## config.mk

```make
export PLATFORM = sky130hd
export DESIGN_NAME = iob_eth_rst_seq
export DESIGN_NICKNAME = d
export VERILOG_FILES = /design/src/rtl/iob_eth_rst_seq.sv
export SDC_FILE = /design/constraint.sdc
export NUM_CORES = 1
export LEC_CHECK = 0
export ABC_AREA = 0
export CAP_MARGIN = 20
export CORE_AREA = 2 2 59 61
export CTS_BUF_LIST = sky130_fd_sc_hd__clkbuf_2
export DETAILED_ROUTE_END_ITERATION = 7
export DIE_AREA = 0 0 61 63
export HOLD_SLACK_MARGIN = 0.08
export MAX_ROUTING_LAYER = met4
export PLACE_DENSITY = 0.87
export SYNTH_ARGS = -nofsm -noshare
export SYNTH_HDL_FRONTEND = slang
export SYNTH_SLANG_ARGS = --single-unit
```

## constraint.sdc

```tcl
create_clock -name clk_i -period 1.95 [get_ports clk_i]
set_input_delay 0.195 -clock clk_i [delete_from_list [all_inputs] [get_ports clk_i]]
set_output_delay 0.195 -clock clk_i [all_outputs]
set_load 0.005 [all_outputs]
```

## src/rtl/iob_eth_rst_seq.sv

```systemverilog
// Ethernet reset sequencer: PHY reset pulse, PHY settle wait, core reset, then run.
// A rising edge on sw_rst_i while running replays the sequence and keeps the completed-sequence count.
module iob_eth_rst_seq #(
  parameter int unsigned CNT_W           = 20,
  parameter int unsigned PHY_RST_CYCLES  = 1000,
  parameter int unsigned PHY_WAIT_CYCLES = 5000,
  parameter int unsigned CORE_RST_CYCLES = 16
) (
  input  logic       clk_i,
  input  logic       rst_i,
  input  logic       sw_rst_i,
  output logic       phy_rst_n_o,
  output logic       core_rst_o,
  output logic       busy_o,
  output logic       ready_o,
  output logic [7:0] seq_count_o
);

  localparam int unsigned SEQ_W = 8;

  // Terminal counts: the last cycle of each timed state, never above 2^CNT_W-1.
  localparam logic [CNT_W-1:0] PHY_RST_LAST  = CNT_W'(PHY_RST_CYCLES - 1);
  localparam logic [CNT_W-1:0] PHY_WAIT_LAST = CNT_W'(PHY_WAIT_CYCLES - 1);
  localparam logic [CNT_W-1:0] CORE_RST_LAST = CNT_W'(CORE_RST_CYCLES - 1);

  typedef enum logic [1:0] {
    S_PHY_RST,
    S_PHY_WAIT,
    S_CORE_RST,
    S_RUN
  } state_t;

  state_t           state_q;
  state_t           state_d;
  logic [CNT_W-1:0] cnt_q;
  logic [CNT_W-1:0] cnt_d;
  logic [SEQ_W-1:0] seq_count_d;
  logic             sw_q;
  logic             sw_edge;
  logic             phy_rst_n_d;
  logic             core_rst_d;
  logic             busy_d;
  logic             ready_d;

  assign sw_edge = sw_rst_i & ~sw_q;

  // Next state, counter and sequence count; outputs are decoded from the next state and registered.
  always_comb begin
    state_d     = state_q;
    cnt_d       = cnt_q;
    seq_count_d = seq_count_o;

    case (state_q)
      S_PHY_RST: begin
        if (cnt_q == PHY_RST_LAST) begin
          cnt_d   = '0;
          state_d = S_PHY_WAIT;
        end else begin
          cnt_d = cnt_q + CNT_W'(1);
        end
      end
      S_PHY_WAIT: begin
        if (cnt_q == PHY_WAIT_LAST) begin
          cnt_d   = '0;
          state_d = S_CORE_RST;
        end else begin
          cnt_d = cnt_q + CNT_W'(1);
        end
      end
      S_CORE_RST: begin
        if (cnt_q == CORE_RST_LAST) begin
          cnt_d   = '0;
          state_d = S_RUN;
          if (seq_count_o != '1) begin
            seq_count_d = seq_count_o + SEQ_W'(1);
          end
        end else begin
          cnt_d = cnt_q + CNT_W'(1);
        end
      end
      S_RUN: begin
        // Software edges outside S_RUN are simply dropped.
        if (sw_edge) begin
          cnt_d   = '0;
          state_d = S_PHY_RST;
        end
      end
      default: begin
        cnt_d   = '0;
        state_d = S_PHY_RST;
      end
    endcase

    phy_rst_n_d = (state_d != S_PHY_RST);
    core_rst_d  = (state_d != S_RUN);
    busy_d      = (state_d != S_RUN);
    ready_d     = (state_d == S_RUN);
  end

  // State, counters and output registers; rst_i has priority over any software edge.
  always_ff @(posedge clk_i) begin
    if (rst_i) begin
      state_q     <= S_PHY_RST;
      cnt_q       <= '0;
      seq_count_o <= '0;
      sw_q        <= 1'b0;
      phy_rst_n_o <= 1'b0;
      core_rst_o  <= 1'b1;
      busy_o      <= 1'b1;
      ready_o     <= 1'b0;
    end else begin
      state_q     <= state_d;
      cnt_q       <= cnt_d;
      seq_count_o <= seq_count_d;
      sw_q        <= sw_rst_i;
      phy_rst_n_o <= phy_rst_n_d;
      core_rst_o  <= core_rst_d;
      busy_o      <= busy_d;
      ready_o     <= ready_d;
    end
  end

endmodule
```

**Word-level counts from Yosys, hierarchy flattened**

Cells that the tools add are included.

- Input port bits: 3
- Flip-flop bits (word level): 34
- Logic and storage cells: 34

- Add/subtract/negate cells: 2
- Muxes and demuxes: 10
- Equal/unequal tests: 10
- Bitwise operators: 2
- Reductions and logical operators: 3

Operators with widths:

| operator | number |
|---|---|
| $mux 20 | 4 |
| $pmux 20 s4 | 1 |
| $add 20x1->20 const B | 1 |
| $eq 20x10->1 const B | 1 |
| $eq 20x13->1 const B | 1 |
| $eq 20x4->1 const B | 1 |
| $add 8x1->8 const B | 1 |
| $mux 2 | 4 |
| $ne 8x8->1 const B | 1 |
| $pmux 2 s4 | 1 |
| $eq 2x2->1 const B | 3 |
| $ne 2x2->1 const B | 2 |
| $reduce_and 3->1 | 1 |
| $eq 2x1->1 const B | 1 |
| $logic_not 2->1 | 1 |
| $reduce_bool 2->1 | 1 |
| $and 1x1->1 | 1 |
| $not 1->1 | 1 |

**Logic depth before layout (Yosys ltp)**

- Depth after elaboration: 5
- Depth in mapped cells: 8
- Mapped depth without buffers: 7

**Worst setup path before layout**

OpenSTA, ideal clock, no wires.

- Path type: reg2reg
- From: register cnt_q[0]
- To: register cnt_q[3]
- Slack: 0.080 ns
- Data required time: 1.835 ns
- Data arrival time: 1.755 ns
- Library setup time: 0.115 ns
- Stages on the path, launching flop included: 9
- Cells stage by stage: dfxtp_1 > ha_1 > and4bb_1 > nand4_2 > o22ai_2 > nor2_1 > o21bai_4 > buf_4 > nor2_1

- Longest elaborated chain between the ends: 3
- Elaborated cells on any way between the ends: 8

Ends and longest elaborated chain:

| what | RTL line | RTL |
|---|---|---|
| from (decl) | 35 | `logic [CNT_W-1:0] cnt_q;` |
| from (signal assigned) | 113 | `cnt_q <= cnt_d;` |
| $add 20x1->20 (tied with other cells) | 59, 67, 78 |  |
| $mux 20 (on tied branches) | 71, 55, 63 |  |
| $pmux 20 s4 (*) | 53 | `case (state_q)` |

Mark *: on every way between the ends. The rest lies on a longest branch, timed or not.
A chain may end at the register's enable or synchronous reset.

**Worst setup path after layout**

- From: register cnt_q[16]
- To: register cnt_q[13]

- Longest elaborated chain between the ends: 3
- Elaborated cells on any way between the ends: 7

Ends and longest elaborated chain:

| what | RTL line | RTL |
|---|---|---|
| $eq 20x4->1 (tied with other cells) | 71 | `if (cnt_q == CORE_RST_LAST) begin` |
| $mux 20 (on tied branches) | 71, 55, 63 |  |
| $pmux 20 s4 (*) | 53 |  |

Marked as above.

==> qor.yml <==
status:
  status: "complete, no violations"
synthesis:
  yosys_warnings: 0
  synth_cell_type_count: 39
  syn_avg_cell_area_um2: 8.853
  syn-num-nets: 191
  syn_inst: 186
  synth_area_um2: 1647
  async_flop_share: 0
  yosysSeqAreaShare: 0.4134
  synth_edf_count: 0
  yosys_register_bits: 34
  synthFlopType: "dfxtp_1"
global_routing:
  grt_max_degree: 17
  grt_pass1_vias: 1282
  antenna_found_initial: 0
  globalRoute.totalOverflow: 0
  grt_usage: 0.1993
  grt_pass1_wl_um: 5685
setup_path:
  end_kind: "flip-flop"
  crit_path_start_kind: "flip-flop"
  cp_data_required_time_ns: 2.23
  crit_chain: "nor4_4, nand4_4, o22ai_4, nor2_1, o21bai_4, buf_12, nor2_1"
  cp_slowest_cell: "nor4_4"
  cpPeakStageDelay_ns: 0.41
  crit_type: "reg -> reg"
  crit_fanout: 16
  cpMostUsedCell: "nor2_1"
  cp_data_arrival_time_ns: 2.17
flow_run:
  max-cap-violations: 0
detailed_routing:
  viasPerCell: 5.364
  routed_wl_um: 3533
  firstDrtPassIters: 4
  wl_per_cell_um: 13.54
  drcViolationCount: 0
  ant_nets: 0
  vias: 1400
  drt_first_iter_violations: 68
die:
  core_um2: 3232
  num_rows: 21
  initial_core_util: 0.5095
  die_w_um: 61
  die_area_um2: 3843
  ios: 15
  fp.dieH_um: 63
power_and_ir_drop:
  p_per_area_nw_per_um2: 590.6
  clkPwrFrac: 0.371
  peakVddDrop_uv: 521.9
  p_int_mw: 0.9406
  switchingPower_mw: 0.2669
  power.leakage_nw: 0.7927
  pwr-share-seq: 0.587
  power_frac_comb: 0.042
  switching_share: 0.2210
timing:
  hold_viol: 0
  tns_ns: 0
  fin_crit_sh: 0.9692
  finClkSkew_ns: 0.01540
  tightestPinTransition_ns: 0.3526
  slew_viol_final: 0
  fmax_ghz: 0.5291
  setup_viol: 0
  min_period_ns: 1.890
  relSlewSlack: 0.7631
layout:
  final_common_cell: "nor2_1"
  finalNonFillerCells: 261
  fin_nets: 219
  diodes: 0
  drive_gt1_frac: 0.1814
  area_growth_pct: 24.16
  final_cell_mix: "nor2_1 (31), dfxtp_1 (30), nand2_1 (17), xor2_1 (17)"
hold_path:
  hold_path.class: "in -> reg"
place:
  gp_congestion: 0.8714
  hpwlAfterDp_um: 2387
  port_buffers: 14
  placed_cells: 251
clock_tree:
  cts_buffer_depth: 2
  cts_hold_buf: 0
  cts_tree: "done"
  cts.sinks: 34
  cts_made_buffers: 5
  clk_pin_slew_ns: 0.18
  h-tree-depth: 2
  clockRootBuffer: "clkbuf_2"
  clk_latency_ns: 0.37
-- registers in the layout (all words and copies together), names as in the netlist --
signal and count:
ready_o 1, busy_o 1, sw_q 1, cnt_q 20
seq_count_o 8, phy_rst_n_o 1, state_q 2
-- power by group through the flow --
stage / logic (mW) / clock network (mW) / registers (mW)
2_1_floorplan: 0.0266 / 0 / 0.722
4_1_cts: 0.0492 / 0.463 / 0.707
3_5_place_dp: 0.0483 / 0 / 0.721
5_1_grt: 0.0559 / 0.495 / 0.709
3_3_place_gp: 0.0483 / 0 / 0.721
6_report: 0.0513 / 0.448 / 0.708
-- area by class of cell --
cell class / instances / area (µm²)
timing repair buffer: 29 / 265.3
clock buffer: 5 / 25.02
multi-input combinational: 141 / 959.7
sequential: 34 / 685.7
clock inverter: 3 / 40.04
fill: 288 / 1187
tap: 46 / 57.56
inverter: 3 / 11.26
-- synthesized netlist by cell type (all sizes together), types with 4 or more instances --
cell type	instances	area share
a31oi	4	0.015
and3	8	0.030
and4	4	0.021
clkbuf	5	0.011
dfxtp	34	0.41
nand2	17	0.039
nand3	13	0.040
nand4	8	0.043
nor2	31	0.071
nor4	4	0.023
o21ai	6	0.021
xnor2	5	0.027
xor2	17	0.090
-- metal layers --
layer	up-vias	GRT usage	wire, µm
met3	5	0.05590	141
met5	-	-	0
met2	38	0.2903	1757
li1	705	-	-
met1	652	0.2571	1591
met4	0	0.08152	42
-- repair_timing --
action                                  4_1_cts  5_1_grt
endpoints found under the hold margin         0        0
endpoints found under the setup margin        0       23
buffers inserted                              0        2
resized for setup                             0       11
-- worst max-delay path: cells and delay by family, from the launching register on --
kind                   cells  cell delay (ns)
and+or+nand+nor            4             0.81
buffers and inverters      1             0.15
AOI/OAI and AO/OA          2             0.44
DFF                        1             0.40
-- cells by family after synthesis --
family | share of synthesized area
adder cells (fa/ha/maj) | 0.01520
multiplexers | 0.006079
AND/OR/NAND/NOR | 0.3366
flip-flops | 0.4134
XOR/XNOR | 0.1170
buffers and inverters | 0.03191
AO/OA/AOI/OAI | 0.07978
-- metrics by stage --
step                power, mW  utilization  setup slack [ns]  hold slack [ns]  area [µm²]
floorplan              0.7482            -           0.07994           0.3232        1647
global placement       0.7691       0.5919            0.1232           0.4942        1913
detailed placement     0.7693       0.5919           0.05100           0.4925        1913
CTS                     1.218       0.6121           0.01556           0.4025        1978
global route            1.260       0.6326          -0.06551           0.3838        2044
finish                  1.207       0.6326           0.06005           0.4227        2044
-- path summary, 6_finish.rpt --
path | start | slack, ns | cells after the start | to
setup / recovery | cnt_q[16] | 0.06 | 7 | cnt_q[13]
setup reg to reg | cnt_q[16] | 0.06 | 7 | cnt_q[13]
hold / removal | sw_rst_i | 0.42 | 2 | sw_q
hold reg to reg | cnt_q[19] | 0.54 | 2 | cnt_q[19]
(Power assumes the default switching activity.)
